### config.mk
export PLATFORM = sky130hd
export DESIGN_NAME = raster_pixel_writer_flat
export DESIGN_NICKNAME = d
export VERILOG_FILES = /design/src/rtl/raster_pixel_writer_if.sv /design/src/rtl/raster_pixel_writer.sv /design/src/flat_wrapper.sv
export SDC_FILE = /design/constraint.sdc
export NUM_CORES = 1
export LEC_CHECK = 0
export BUFFER_PORTS_ARGS = -buffer_cell sky130_fd_sc_hd__buf_2
export CAP_MARGIN = 20
export CORE_MARGIN = 1.5
export CORE_UTILIZATION = 30
export CTS_BUF_LIST = sky130_fd_sc_hd__clkbuf_16
export CTS_CLUSTER_SIZE = 24
export DETAILED_ROUTE_END_ITERATION = 10
export PLACE_DENSITY_LB_ADDON = 0.05
export REMOVE_ABC_BUFFERS = 1
export SLEW_MARGIN = 20
export SYNTH_ARGS = -nofsm -noshare
export SYNTH_HDL_FRONTEND = slang
export SYNTH_SLANG_ARGS = --single-unit
### constraint.sdc
create_clock -name clk -period 4.7 [get_ports clk]
set_input_delay 0.94 -clock clk [delete_from_list [all_inputs] [get_ports clk]]
set_output_delay 0.94 -clock clk [all_outputs]
set_load 0.02 [all_outputs]
### src/rtl/raster_pixel_writer_if.sv
// Framebuffer write port: valid/ready request carrying a linear address and a colour.
// The master drives the request and the slave (framebuffer) drives ready.
interface raster_pixel_writer_if #(
  parameter int ADDR_W  = 19,
  parameter int COLOR_W = 12
);
  logic               fb_valid;
  logic               fb_ready;
  logic [ADDR_W-1:0]  fb_addr;
  logic [COLOR_W-1:0] fb_data;

  modport master (
    output fb_valid,
    output fb_addr,
    output fb_data,
    input  fb_ready
  );

  modport slave (
    input  fb_valid,
    input  fb_addr,
    input  fb_data,
    output fb_ready
  );
endinterface

### src/rtl/raster_pixel_writer.sv
// Turns the rasterizer's covered pixels into framebuffer writes: offset, clip, linearise,
// then buffer in a small FIFO that drains over a valid/ready port.
module raster_pixel_writer #(
  parameter logic [12:0] FB_WIDTH   = 13'd640,
  parameter logic [12:0] FB_HEIGHT  = 13'd480,
  parameter int          ADDR_W     = 19,
  parameter int          COLOR_W    = 12,
  parameter int          FIFO_DEPTH = 16
) (
  input  logic                 clk,
  input  logic                 rstn,
  input  logic                 tile_start,
  input  logic [12:0]          offset_x,
  input  logic [12:0]          offset_y,
  input  logic [COLOR_W-1:0]   color,
  input  logic [12:0]          in_x,
  input  logic [12:0]          in_y,
  input  logic                 in_covered,
  input  logic                 raster_ready,
  raster_pixel_writer_if.master fb,
  output logic                 busy,
  output logic                 done,
  output logic                 overflow,
  output logic [15:0]          write_count
);

  localparam int PTR_W = $clog2(FIFO_DEPTH);
  localparam int CNT_W = PTR_W + 1;

  typedef enum logic [1:0] {
    S_IDLE,
    S_ARMED,
    S_ACTIVE,
    S_DRAIN
  } state_t;

  state_t state, state_next;

  logic               start_accept;
  logic               done_set;
  logic               pix_accept;

  logic [12:0]        off_x;
  logic [12:0]        off_y;
  logic [COLOR_W-1:0] tile_color;

  logic [13:0]        sum_x;
  logic [13:0]        sum_y;
  logic               s1_valid;
  logic [13:0]        s1_sx;
  logic [13:0]        s1_sy;

  logic [ADDR_W-1:0]  push_addr;
  logic [ADDR_W-1:0]  mem_addr [FIFO_DEPTH];
  logic [COLOR_W-1:0] mem_data [FIFO_DEPTH];
  logic [PTR_W-1:0]   wr_ptr;
  logic [PTR_W-1:0]   rd_ptr;
  logic [CNT_W-1:0]   count;
  logic               fifo_empty;
  logic               fifo_full;
  logic               push;
  logic               pop;
  logic               drop;

  // ---------------------------------------------------------------------------
  // Control FSM
  // ---------------------------------------------------------------------------
  // NOTE: state and every other sequential element use non-blocking assignments so
  // all registers update from the same pre-edge values.
  always_ff @(posedge clk or negedge rstn) begin
    if (!rstn) begin
      state <= S_IDLE;
      done  <= 1'b0;
    end else begin
      state <= state_next;
      done  <= done_set;
    end
  end

  // NOTE: every output of this block is given a default first so no path leaves a
  // signal unassigned, which would otherwise infer a latch.
  always_comb begin
    state_next   = state;
    start_accept = 1'b0;
    done_set     = 1'b0;
    unique case (state)
      S_IDLE: begin
        // The cycle that shows done is still IDLE, but a start there is refused.
        if (tile_start && !done) begin
          start_accept = 1'b1;
          state_next   = S_ARMED;
        end
      end
      S_ARMED: begin
        if (!raster_ready) state_next = S_ACTIVE;
      end
      S_ACTIVE: begin
        if (raster_ready) state_next = S_DRAIN;
      end
      S_DRAIN: begin
        if (!s1_valid && fifo_empty) begin
          done_set   = 1'b1;
          state_next = S_IDLE;
        end
      end
      default: state_next = S_IDLE;
    endcase
  end

  assign busy       = (state != S_IDLE);
  assign pix_accept = (state != S_IDLE);

  // ---------------------------------------------------------------------------
  // Per-tile latched parameters
  // ---------------------------------------------------------------------------
  always_ff @(posedge clk or negedge rstn) begin
    if (!rstn) begin
      off_x      <= '0;
      off_y      <= '0;
      tile_color <= '0;
    end else if (start_accept) begin
      off_x      <= offset_x;
      off_y      <= offset_y;
      tile_color <= color;
    end
  end

  // ---------------------------------------------------------------------------
  // Stage 1: offset and clip. The 14-bit sums keep the carry so a wrapped
  // coordinate can never alias back onto the screen.
  // ---------------------------------------------------------------------------
  assign sum_x = {1'b0, in_x} + {1'b0, off_x};
  assign sum_y = {1'b0, in_y} + {1'b0, off_y};

  always_ff @(posedge clk or negedge rstn) begin
    if (!rstn) begin
      s1_valid <= 1'b0;
      s1_sx    <= '0;
      s1_sy    <= '0;
    end else begin
      s1_valid <= pix_accept && in_covered &&
                  (sum_x < {1'b0, FB_WIDTH}) && (sum_y < {1'b0, FB_HEIGHT});
      if (pix_accept && in_covered) begin
        s1_sx <= sum_x;
        s1_sy <= sum_y;
      end
    end
  end

  // ---------------------------------------------------------------------------
  // Stage 2: linear address, computed modulo 2^ADDR_W directly.
  // ---------------------------------------------------------------------------
  assign push_addr = ADDR_W'(s1_sy) * ADDR_W'(FB_WIDTH) + ADDR_W'(s1_sx);

  // ---------------------------------------------------------------------------
  // Write FIFO
  // ---------------------------------------------------------------------------
  assign fifo_empty = (count == '0);
  assign fifo_full  = (count == CNT_W'(FIFO_DEPTH));
  assign pop        = !fifo_empty && fb.fb_ready;
  // A full FIFO still takes a push when the head leaves on the same edge.
  assign push       = s1_valid && (!fifo_full || pop);
  assign drop       = s1_valid && fifo_full && !pop;

  // NOTE: the storage array has no reset; validity lives entirely in count and the
  // pointers, and unwritten entries are never presented on the port.
  always_ff @(posedge clk) begin
    if (push) begin
      mem_addr[wr_ptr] <= push_addr;
      mem_data[wr_ptr] <= tile_color;
    end
  end

  always_ff @(posedge clk or negedge rstn) begin
    if (!rstn) begin
      wr_ptr <= '0;
      rd_ptr <= '0;
      count  <= '0;
    end else begin
      if (push) wr_ptr <= wr_ptr + PTR_W'(1);
      if (pop)  rd_ptr <= rd_ptr + PTR_W'(1);
      unique case ({push, pop})
        2'b10:   count <= count + CNT_W'(1);
        2'b01:   count <= count - CNT_W'(1);
        default: count <= count;
      endcase
    end
  end

  // The head only moves on a handshake, so address/data hold while stalled.
  assign fb.fb_valid = !fifo_empty;
  assign fb.fb_addr  = fifo_empty ? '0 : mem_addr[rd_ptr];
  assign fb.fb_data  = fifo_empty ? '0 : mem_data[rd_ptr];

  // ---------------------------------------------------------------------------
  // Status: sticky overflow and saturating write counter, both per tile.
  // ---------------------------------------------------------------------------
  always_ff @(posedge clk or negedge rstn) begin
    if (!rstn) begin
      overflow    <= 1'b0;
      write_count <= '0;
    end else begin
      if (start_accept)  overflow <= 1'b0;
      else if (drop)     overflow <= 1'b1;

      if (start_accept)                      write_count <= '0;
      else if (pop && write_count != 16'hFFFF) write_count <= write_count + 16'd1;
    end
  end

endmodule

### src/flat_wrapper.sv
// flat-port wrapper written by rule: the top's interface ports become plain ports
module raster_pixel_writer_flat 
#(
  parameter logic [12:0] FB_WIDTH   = 13'd640,
  parameter logic [12:0] FB_HEIGHT  = 13'd480,
  parameter int          ADDR_W     = 19,
  parameter int          COLOR_W    = 12,
  parameter int          FIFO_DEPTH = 16
)
  (clk, rstn, tile_start, offset_x, offset_y, color, in_x, in_y, in_covered, raster_ready, busy, done, overflow, write_count, fb_fb_valid, fb_fb_addr, fb_fb_data, fb_fb_ready);
  raster_pixel_writer_if #(.ADDR_W(ADDR_W), .COLOR_W(COLOR_W)) fb_i ();
  input  logic clk;
  input  logic rstn;
  input  logic tile_start;
  input  logic [12:0] offset_x;
  input  logic [12:0] offset_y;
  input  logic [COLOR_W-1:0] color;
  input  logic [12:0] in_x;
  input  logic [12:0] in_y;
  input  logic in_covered;
  input  logic raster_ready;
  output logic busy;
  output logic done;
  output logic overflow;
  output logic [15:0] write_count;
  output wire logic [$bits(fb_i.fb_valid)-1:0] fb_fb_valid;
  output wire logic [$bits(fb_i.fb_addr)-1:0] fb_fb_addr;
  output wire logic [$bits(fb_i.fb_data)-1:0] fb_fb_data;
  input wire logic [$bits(fb_i.fb_ready)-1:0] fb_fb_ready;
  assign fb_fb_valid = fb_i.fb_valid;
  assign fb_fb_addr = fb_i.fb_addr;
  assign fb_fb_data = fb_i.fb_data;
  assign fb_i.fb_ready = fb_fb_ready;
  raster_pixel_writer #(.FB_WIDTH(FB_WIDTH), .FB_HEIGHT(FB_HEIGHT), .ADDR_W(ADDR_W), .COLOR_W(COLOR_W), .FIFO_DEPTH(FIFO_DEPTH)) u_core (.clk(clk), .rstn(rstn), .tile_start(tile_start), .offset_x(offset_x), .offset_y(offset_y), .color(color), .in_x(in_x), .in_y(in_y), .in_covered(in_covered), .raster_ready(raster_ready), .fb(fb_i), .busy(busy), .done(done), .overflow(overflow), .write_count(write_count));
endmodule
==> results of run 1 <==
worst paths after layout:
kind / startpoint / endpoint / slack (ps)
max in group asynchronous: rstn / u_core.tile_color[2]$_DFFE_PN0P_ / 3290
setup / recovery: u_core.rd_ptr[0]$_DFFE_PN0N_ / fb_fb_addr[13] / 440
min in group clk: u_core.s1_sy[10]$_DFFE_PN0P_ / u_core.s1_sy[10]$_DFFE_PN0P_ / 490
hold / removal: rstn / u_core.write_count[0]$_DFFE_PN0P_ / 320
hold reg to reg: u_core.s1_sy[10]$_DFFE_PN0P_ / u_core.s1_sy[10]$_DFFE_PN0P_ / 490
setup reg to reg: u_core.s1_sy[1]$_DFFE_PN0P_ / u_core.mem_addr[9][16]$_DFFE_PP_ / 900
cells by family after synthesis:
| group | count (synthesis) |
|---|---|
| multiplexers | 206 |
| adder cells (fa/ha/maj) | 69 |
| buffers and inverters | 82 |
| AO/OA/AOI/OAI | 127 |
| XOR/XNOR | 53 |
| flip-flops | 594 |
| AND/OR/NAND/NOR | 200 |
Yosys cell counts, drive strengths merged, types with 2 or more instances:
cell type / count / area share [%]
or3: 6 / 0.15
and3: 7 / 0.18
mux4: 155 / 14
a2111oi: 3 / 0.18
mux2: 46 / 2.1
and2: 35 / 0.88
fa: 5 / 0.40
xnor2: 29 / 1.0
a21boi: 2 / 0.060
and4: 2 / 0.070
nand2b: 4 / 0.10
clkbuf: 30 / 0.45
nor3b: 3 / 0.090
nor2: 51 / 0.77
buf: 24 / 0.57
a21o: 15 / 0.46
nand3: 10 / 0.20
nand2: 46 / 0.70
nand4: 7 / 0.18
nor3: 13 / 0.26
a211oi: 5 / 0.15
o21bai: 3 / 0.090
o2111ai: 3 / 0.11
o211ai: 4 / 0.12
a211o: 2 / 0.070
mux2i: 5 / 0.20
ha: 64 / 3.2
or2: 3 / 0.075
or4: 2 / 0.060
o31a: 2 / 0.070
edfxtp: 496 / 60
a21oi: 27 / 0.57
xor2: 24 / 0.84
nor2b: 5 / 0.13
inv: 28 / 0.42
dfrtp: 98 / 9.8
o21ai: 40 / 0.83
o21a: 8 / 0.25
o31ai: 3 / 0.090
through the flow:
| stage | cell area (sq um) | worst slack, ps | setup TNS, ps | util [%] | total power, mW |
|---|---|---|---|---|---|
| finish | 29600 | 439 | 0 | 36.0 | 22.9 |
| global route | 29600 | 275 | 0 | 36.0 | 24.3 |
| CTS | 29600 | 330 | 0 | 36.0 | 23.3 |
| detailed placement | 27300 | 952 | 0 | 33.2 | 17.9 |
| global placement | 27300 | 1010 | 0 | 33.2 | 17.8 |
| floorplan | 24700 | -2420 | -78200 | - | 14.8 |
worst max-delay path, stage by stage, from the launching register on:
cell	delay [ps]
dfrtp_4	890
buf_12	320
mux4_2	540
mux4_2	510
and2_1	220
buf_2	170
routing by layer:
metal / share of wire, % / wire length, um
met3: 3.7 / 2450
met2: 49 / 32800
met5: 0.011 / 7
met4: 2.0 / 1360
met1: 45 / 30000
power by group through the flow:
stage	clock, mW	sequential (mW)	combinational, mW
finish	5.31	9.13	8.42
global route	5.70	9.26	9.30
CTS	5.50	9.17	8.64
detailed placement	0	9.28	8.61
global placement	0	9.25	8.55
floorplan	0	9.22	5.60
registers in the layout, indices dropped and copies added (netlist names):
| name | count |
|---|---|
| u_core.mem_addr | 304 |
| u_core.mem_data | 192 |
| u_core.write_count | 16 |
| u_core.s1_sx | 14 |
| u_core.off_x | 13 |
| u_core.off_y | 13 |
| u_core.s1_sy | 12 |
| u_core.tile_color | 12 |
| u_core.count | 5 |
| u_core.rd_ptr | 4 |
| u_core.wr_ptr | 4 |
| u_core.state | 2 |
| u_core.done | 1 |
| u_core.overflow | 1 |
| u_core.s1_valid | 1 |
cell type report:
class,count,area [sq um]
multi-input combinational,655,7420
clock buffer,74,1850
tap,1070,1340
fill,7786,52600
inverter,28,105
sequential,594,17400
timing repair buffer,169,1120
clock inverter,58,404
==> results.md, run 1 <==
* Critical Path End Type: output pin
* Synthesized cell area at ~25000 sq um
* Post-route insts no fill at 2648
* DP Wirelength at 38.4 mm
* M1 GR Usage at 21.3%
* WP data required at 3760 ps
* Combinational power share at 36.8%
* Arr. time, crit path at about 3300 ps
* Clk_skew at 31.3 ps
* Die area at ~85000 sq um
* Main combinational cell family by area after synthesis: multiplexers
* Outcome: completed
* Global-route wire length before repair at roughly 100 mm
* Compound-cell area share of the yosys netlist at 3.39%
* Sw Share at a little over a third
* Final hold viol count at 0
* Hold Slack at 320 ps
* Hold buffers post-CTS at 0
* # Post-CTS Setup Buffers at 0
* Post-synthesis register bit count at 594
* Worst R2R Path Depth at 9
* Clk pwr share at 23.2%
* Share of cells above drive strength 1 at 32.0%
* Most frequent cells in the layout: edfxtp_1, mux4_2, buf_2, dfrtp_1, clkbuf_16
* Met2 GRT Util at 26.8%
* Slew @ Worst Pin at 1060 ps
* Core ar. at 82200 sq um
* RSZ-0062 raised after global routing: false
* Routability cong. at 0.702
* Number of flops mapped to enable cells by yosys at about 500
* Yosys warns at 0
* CTS clock-pin slew for the worst setup and hold paths at about 60 ps
* Top FF cell, synth: edfxtp_1
* Mean area per synthesized cell at 18.8 sq um
* Grt met3 use at 2.79%
* Worst-path maximum fanout at 27
* Worst rel slew slack at 28.9%
* Vias in the first global route at 14000
* CP Launch Type: register
* Initial antenna violation count at 3
* Count of cell types in the netlist at 66
* Via/cell ratio at 4.88
* Placed cells at 2516
* IO Pins at 121
* Starting Density at between 30 and 40%
* Ys async rst share at 16.5%
* Synth Area in Simple Gates at 4.05%
* Synth Instances at about 1300
* Endpoints failing setup at 0
* Worst-case clock buffer depth at 3
* Busiest grt layer: met2
* CTS resizes at 0
* H-tree Lvls at 3
* Die width at approximately 290 um
* Pint at 14.9 mW
* Peak VDD IR at 0.444 mV
* GRT Residual Overflow at 0
* Seq/Total Area, Yosys at 69.4%
* Post-Synth Adder-Cell Area at 3.60%
* CTS root buf: clkbuf_16
* Fin. max-slew vios at 0
* DR WL/cell at 25.2 um
* Clk Latency, worst-skew pair at 620 ps
* Final wirelength at 66.7 mm
* Layout area overhead at 18.4%
* CTS tree: done
* Share of the clock period used by the worst path at 90.7%
* PortBufs at 120
* Pwr dens at 772 nW/um^2
* Peak Freq at 0.235 GHz
* Routed Antenna Nets at 0
* Hold crit path type: in2async
* Commonest non-fill, non-tap cell in the layout: edfxtp_1
* Via count at 12900
* Crit path kind: reg2out
* LEAKAGE at 10.4 nW
* Pre-antenna DRT Iters at 5
* Max-Cap Viols at 0
* Largest net degree at the start of global routing at 43
* Post-Synth XOR/XNOR Area at approximately 1.9%
* Diode count at 0
* DRC at 0
* Psw at around 8.0 mW
* CTS sink count at 594
* Total CTS buffers at 72
* Gr usage total at 15.9%
* Die Y-Extent at approximately 290 um
* Reg power frac at 40.0%
* # nets final at 1659
* Post-synthesis mux area share at 16.2%
* FP Rows at 105
* First DRT Iteration DRCs at 640
* Min Tclk post-route at 4260 ps
(Power assumes the default switching activity.)
==> run 2: changes to the inputs <==
- ABC_AREA: unset -> 1
- clock period: 4.7 -> 5.1 ns (I/O delays scaled with it)
==> run 2 against run 1 <==
Net effect:
- critical endpoint is now fb_fb_data[1]
- final cell count increased by 34%
- largest power group is now combinational cells
- synthesized cell count increased by 67%
- die area increased by 3.4%
==> results.md, run 2 <==
* Max-Cap Viols at 0 (unchanged)
* Worst rel slew slack at 25.6% (-3.3 points)
* Peak VDD IR at 0.450 mV (+1.3%)
* CTS resizes at 0 (unchanged)
* Number of flops mapped to enable cells by yosys at 496 (unchanged)
* CTS root buf: clkbuf_16
* CTS sink count at 594 (unchanged)
* Commonest non-fill, non-tap cell in the layout: edfxtp_1
* Mean area per synthesized cell at 11.6 sq um (-38%)
* Layout area overhead at 16.4%
* Final Util at 35.3% (-0.69 points)
* Post-route cell area at 30100 sq um (+1.7%)
* Core ar. at 85300 sq um (+3.7%)
* Starting Density at 30.3% (-0.074 points)
* Slew @ Worst Pin at 1120 ps (+53.5 ps)
* Peak Freq at 0.234 GHz
* Fillers at 8439 (+8.4%)
* Max stage delay on crit path at 600 ps (-290 ps)
* # Post-CTS Setup Buffers at 0 (unchanged)
* Via/cell ratio at 4.90 (+0.36%)
* Storage element area at 17400 sq um (about the same)
* LEAKAGE at 11.2 nW (+7.4%)
* Worst-path maximum fanout at 69 (+160%)
* Min Tclk post-route at between 4000 and 5000 ps
* Pre-antenna DRT Iters at 5 (unchanged)
* Most area-consuming cells after synthesis: edfxtp_1, dfrtp_1, o21ai_0, nor2_1, nand2_1
* Area leader, netlist: edfxtp_1
* Reg power frac at 37.7% (-2.3 points)
* Total CTS buffers at 71 (-1.4%)
* WP data required at 4080 ps (+320 ps)
* IO Pins at 121 (unchanged)
* Sw Share at 40.8% (+5.8 points)
* Diode count at 0 (unchanged)
* PortBufs at 120 (unchanged)
* H-tree Lvls at 3 (unchanged)
* Via count at 17400 (+34%)
* Crit path from: u_core.rd_ptr[0]$_DFFE_PN0N_
* Largest Register: u_core.mem_addr
* CP Cell Sequence: inv_6, buf_4, o21ai_0, o221ai_1, nand3_1, a21oi_1, buf_2
* Worst-case clock buffer depth at 3 (unchanged)
* Vias in the first global route at 17600 (+26%)
* FF-to-FF Start: u_core.s1_sy[1]$_DFFE_PN0P_
* Seq/Total Area, Yosys at 67.1% (-2.3 points)
* Pint at 12.8 mW (-14%)
* Clk_skew at 17.5 ps (-13.8 ps)
* Crit path kind: reg2out
* DP Wirelength at 44.2 mm (+15%)
* RSZ-0062 raised after global routing: false
* Initial antenna violation count at 2 (-1)
* Slowest stage cell, crit path: dfrtp_4
* Top FF cell, synth: edfxtp_1
* Post-synthesis register bit count at 594 (unchanged)
* Post-synth top area share at 57.6% (-2.0 points)
* Hold crit path type: in2async
* Share of cells above drive strength 1 at 12.9% (-19 points)
* Hold Slack at 402 ps (+82.6 ps)
* Count leader, synth: edfxtp_1
* Hold buffers post-CTS at 0 (unchanged)
* Gr usage total at 17.7% (+1.8 points)
* Psw at 8.83 mW (+10%)
* Total Power at 21.6 mW (-5.4%)
* CP Launch Type: register
* Synthesized cell area at 25900 sq um (+3.4%)
* Top flop regs: u_core.mem_addr: 304 flops, u_core.mem_data: 192 flops, u_core.write_count: 16 flops
* Fin. max-slew vios at 0 (unchanged)
* CTS tree: done
* Final wirelength at 77.1 mm (+16%)
* Critical Path End Type: output pin
* Outcome: completed
* Arr. time, crit path at 3250 ps (-70 ps)
* Die Y-Extent at 297 um (+1.7%)
* Final hold viol count at 0 (unchanged)
* Routed Antenna Nets at 0 (unchanged)
* Combinational power share at 40.1% (+3.3 points)
* Synth Instances at 2223 (+67%)
* # nets final at 2482 (+50%)
* Largest net degree at the start of global routing at 127 (+200%)
* Endpoints failing setup at 0 (unchanged)
* Synth top cells by count: edfxtp_1, nor2_1, nand2_1, o21ai_0, o221ai_1
* Most frequent cells in the layout: edfxtp_1, nor2_1, nand2_1, o21ai_0, buf_2
* Cell Area, Placed at 27900 sq um (+2.0%)
* Clk Latency, worst-skew pair at 600 ps (-20 ps)
* First DRT Iteration DRCs at 1090 (+70%)
* Die area at 87900 sq um (+3.4%)
* Global-route wire length before repair at 115 mm (+18%)
* DR WL/cell at 21.8 um (-14%)
* FP Rows at 107 (+1.9%)
* GRT Residual Overflow at 0 (unchanged)
* Die width at 297 um (+1.7%)
* Yosys warns at 0 (unchanged)
* Pwr dens at 718 nW/um^2 (-7.0%)
* CTS clock-pin slew for the worst setup and hold paths at 60 ps (about the same)
* Share of the clock period used by the worst path at a little over four fifths
* Max reg flops at 304 (unchanged)
* Routability cong. at 0.780 (+11%)
* Ys async rst share at 16.5% (unchanged)
* Multi-input gate area in the final layout at 7610 sq um (+2.6%)
* Count of cell types in the netlist at 47 (-29%)
* DRC at 0 (unchanged)
* Clk pwr share at 22.3% (-0.9 points)
-- run 2: path summary, 6_finish.rpt --
path	slack [ps]	endpoint	cells past startpoint
hold / removal	400	u_core.off_y[10]$_DFFE_PN0P_	1
setup reg to reg	1380	u_core.mem_addr[6][16]$_DFFE_PP_	12
hold reg to reg	470	u_core.count[4]$_DFFE_PN0P_	1
min in group clk	470	u_core.count[4]$_DFFE_PN0P_	1
setup / recovery	830	fb_fb_data[1]	7
max in group asynchronous	3740	u_core.rd_ptr[1]$_DFFE_PN0N_	2
-- run 2: power by group through the flow --
stage | clock, mW | combinational (mW) | sequential (mW)
3_3_place_gp | 0 | 8.76 | 8.24
3_5_place_dp | 0 | 8.82 | 8.26
6_report | 4.81 | 8.66 | 8.14
5_1_grt | 5.15 | 9.75 | 8.23
4_1_cts | 4.96 | 8.84 | 8.16
2_1_floorplan | 0 | 5.03 | 8.29
-- run 2: per-layer routing --
| layer | GRT usage [%] | share of wire, % | vias up | routed length (um) |
|---|---|---|---|---|
| met5 | 0 | 0.029 | - | 22 |
| met4 | 4.72 | 1.8 | 4 | 1420 |
| met3 | 2.67 | 4.4 | 88 | 3390 |
| met2 | 28.6 | 46 | 367 | 35800 |
| met1 | 24.9 | 47 | 8653 | 36500 |
| li1 | - | - | 8261 | - |
-- run 2: layout make-up --
cell class	count	share of cell area (%)
clock buffer	72	5.99
clock inverter	58	1.34
inverter	106	1.36
multi-input combinational	1404	25.3
sequential	594	57.7
tap	1144	4.76
timing repair buffer	166	3.61
-- run 2: kinds of logic after synthesis --
group,count (synthesis),share of synthesized area [%]
AO/OA/AOI/OAI,507,11.5
XOR/XNOR,35,1.21
adder cells (fa/ha/maj),69,3.48
buffers and inverters,225,3.97
flip-flops,594,67.1
multiplexers,1,0.0387
AND/OR/NAND/NOR,792,12.7
-- run 2: critical path: cells and delay by family, from the launching register on --
| kind | cells | cell delay [ps] |
|---|---|---|
| compound gates | 3 | 600 |
| flops | 1 | 600 |
| buf+inv | 3 | 1230 |
| simple gates | 1 | 110 |
-- run 2: through the flow --
| step | instances | TNS, ps | setup WS, ps |
|---|---|---|---|
| 2_1_floorplan | 2104 | -82120 | -2020 |
| 3_3_place_gp | 3414 | 0 | 1370 |
| 3_5_place_dp | 3414 | 0 | 1400 |
| 4_1_cts | 3544 | 0 | 770 |
| 5_1_grt | 3544 | 0 | 551 |
| 6_report | 3544 | 0 | 832 |
==> run 3: changes to the inputs <==
- clock period: 5.1 -> 4 ns (I/O delays scaled with it)
==> run 3 against run 2 <==
Net effect:
- clock power up 33%
- sequential power rose by 27%
- sequential share of layout area decreased by 0.54 points
- combinational power increased by 29%
- register-to-register slack worse by 960 ps
- worst setup slack worse by 590 ps
- first-iteration DRC count grew 13%
- die area unchanged
- wire length grew 0.53%
- non-clock buffer count increased by 10
- largest cell class unchanged
- global-route usage is 0.057 points higher
==> results.md, run 3 (synthesized netlist as in run 2, its figures left out) <==
* Reg2reg end: u_core.mem_addr[10][16]$_DFFE_PP_
* FF-to-FF Start: u_core.s1_sy[1]$_DFFE_PN0P_
* Die area at 87900 sq um (unchanged)
* Worst R2R Path Depth at 12 (unchanged)
* Die width at 297 um (unchanged)
* Slowest stage cell, crit path: dfrtp_4
* PortBufs at 120 (unchanged)
* Worst-case clock buffer depth at 3 (unchanged)
* Post-route cell area at 30400 sq um (+0.94%)
* Most frequent cells in the layout: edfxtp_1, nor2_1, nand2_1, o21ai_0, buf_2
* RSZ-0062 raised after global routing: false
* CTS clock-pin slew for the worst setup and hold paths at 60 ps (about the same)
* Starting Density at 30.3% (unchanged)
* Pwr dens at 919 nW/um^2 (+28%)
* CP Launch Type: register
* Hold crit path type: in2async
* Diode count at 0 (unchanged)
* Clk_skew at 13.1 ps (-4.30 ps)
* Layout area overhead at 17.5%
* First DRT Iteration DRCs at 1227 (+13%)
* Critical Path End Type: output pin
* Max-Cap Viols at 0 (unchanged)
* Total CTS buffers at 72 (+1.4%)
* Clk Latency, worst-skew pair at 610 ps (about the same)
* # nets final at 2493 (+0.44%)
* Via count at 17400 (+0.23%)
* Final wirelength at 77.5 mm (+0.53%)
* CP Cell Sequence: buf_12, o21ai_0, o22ai_1, nor2_1, nor2_1, o21ai_0, a21oi_1, buf_2
* Share of the clock period used by the worst path at 94.1%
* GRT Residual Overflow at 0 (unchanged)
* Peak VDD IR at 0.569 mV (+27%)
* Worst-path maximum fanout at 114 (+65%)
* Max reg flops at 304 (unchanged)
* CTS sink count at 594 (unchanged)
* FP Rows at 107 (unchanged)
* Reg2Reg Setup Slack at 420 ps (-960 ps)
* Hold Slack at 203 ps (-199 ps)
* Min Tclk post-route at roughly 3800 ps
* Max stage delay on crit path at 560 ps (-40 ps)
* Vias in the first global route at 17600 (-0.011%)
* Post-route insts no fill at 3556 (+0.34%)
* Largest Register: u_core.mem_addr
* Top flop regs: u_core.mem_addr: 304 flops, u_core.mem_data: 192 flops, u_core.write_count: 16 flops
* Initial antenna violation count at 1 (-1)
* DR WL/cell at 21.8 um (+0.19%)
* Arr. time, crit path at 2960 ps (-290 ps)
* Final Util at 35.6% (+0.33 points)
* CTS resizes at 0 (unchanged)
* CP top delay family: compound AO/OA/AOI/OAI gates
* Die Y-Extent at 297 um (unchanged)
* Final hold viol count at 0 (unchanged)
* DRC at 0 (unchanged)
* Hold buffers post-CTS at 0 (unchanged)
* Routability cong. at 0.785 (+0.64%)
* Storage element area at 17400 sq um (unchanged)
* Final worst slack at 237 ps (-595 ps)
* DP Wirelength at 43.1 mm (-2.6%)
* Multi-input gate area in the final layout at 7600 sq um (about the same)
* CTS root buf: clkbuf_16
* Fillers at 8398 (-0.49%)
* Slew @ Worst Pin at 921 ps (-196 ps)
* Endpoints failing setup at 0 (unchanged)
* Worst rel slew slack at 38.4% (+13 points)
* Largest net degree at the start of global routing at 127 (unchanged)
* Crit path kind: reg2out
* Pre-antenna DRT Iters at 5 (unchanged)
* LEAKAGE at 11.3 nW (+1.1%)
* Routed Antenna Nets at 0 (unchanged)
* Fin. max-slew vios at 0 (unchanged)
* Global-route wire length before repair at 116 mm (+0.30%)
* H-tree Lvls at 3 (unchanged)
* Placed cells at 3423 (+0.26%)
* Outcome: completed
* Gr usage total at 17.8% (+0.057 points)
* IO Pins at 121 (unchanged)
* Commonest non-fill, non-tap cell in the layout: edfxtp_1
* # Post-CTS Setup Buffers at 0 (unchanged)
* Cell Area, Placed at 28100 sq um (+0.60%)
* Peak Freq at 0.266 GHz
* Dpl ws at 342 ps (-1060 ps)
* WP data required at 3200 ps (-880 ps)
* Worst Path Buf+Inv at 2 (-1)
* Via/cell ratio at 4.90 (-0.11%)
* Share of cells above drive strength 1 at 13.3% (+0.43 points)
* CTS tree: done
* Core ar. at 85300 sq um (unchanged)
-- run 3: report_power, final --
part / internal, mW / total, mW / leakage (nW) / switching (mW)
Combinational: 3.24 / 11.2 / 4.37 / 7.94
Sequential: 9.61 / 10.3 / 5.70 / 0.737
Clock: 3.77 / 6.40 / 1.20 / 2.64
Total: 16.6 / 27.9 / 11.3 / 11.3
-- run 3: routing by layer --
metal / global-route usage, % / part of all wire, %
met1: 25.0 / 48
met2: 29.1 / 47
met3: 2.28 / 3.7
met4: 4.38 / 1.5
met5: 0 / 0
-- run 3: area by class of cell --
cell class / count / share of cell area, %
multi-input cells: 1404 / 25.0
clock inverters: 58 / 1.54
clock buffers: 74 / 6.09
inverters: 106 / 1.35
repair buffers: 176 / 4.15
well taps: 1144 / 4.71
flip-flops and latches: 594 / 57.1
-- run 3: worst max-delay path by stage --
stage / startpoint / endpoint / cells after the start
after global placement: u_core.s1_sy[1]$_DFFE_PN0P_ / u_core.mem_addr[4][14]$_DFFE_PP_ / 11
after global routing: u_core.s1_sy[3]$_DFFE_PN0P_ / u_core.mem_addr[7][16]$_DFFE_PP_ / 13
final: u_core.rd_ptr[0]$_DFFE_PN0N_ / fb_fb_addr[18] / 8
after detailed placement: u_core.s1_sy[1]$_DFFE_PN0P_ / u_core.mem_addr[4][14]$_DFFE_PP_ / 11
after CTS: u_core.rd_ptr[0]$_DFFE_PN0N_ / fb_fb_addr[16] / 6
after floorplan: u_core.rd_ptr[0]$_DFFE_PN0N_ / fb_fb_addr[18] / 7
-- run 3: worst register-to-register path, stage by stage (launching register included) --
cell      delay (ps)
dfrtp_1          410
ha_1             310
ha_1             240
fa_1             440
ha_1             310
inv_1             70
o21bai_1         140
a21oi_1           80
o21ai_0          280
nand2_1          120
inv_1             90
a21oi_1           60
nor2_1           700
-- run 3: stage by stage --
stage          setup TNS, ps  total power, mW
6_report                   0             27.9
5_1_grt                    0             29.8
4_1_cts                    0             28.2
3_5_place_dp               0             21.7
3_3_place_gp               0             21.6
2_1_floorplan        -159460             17.0
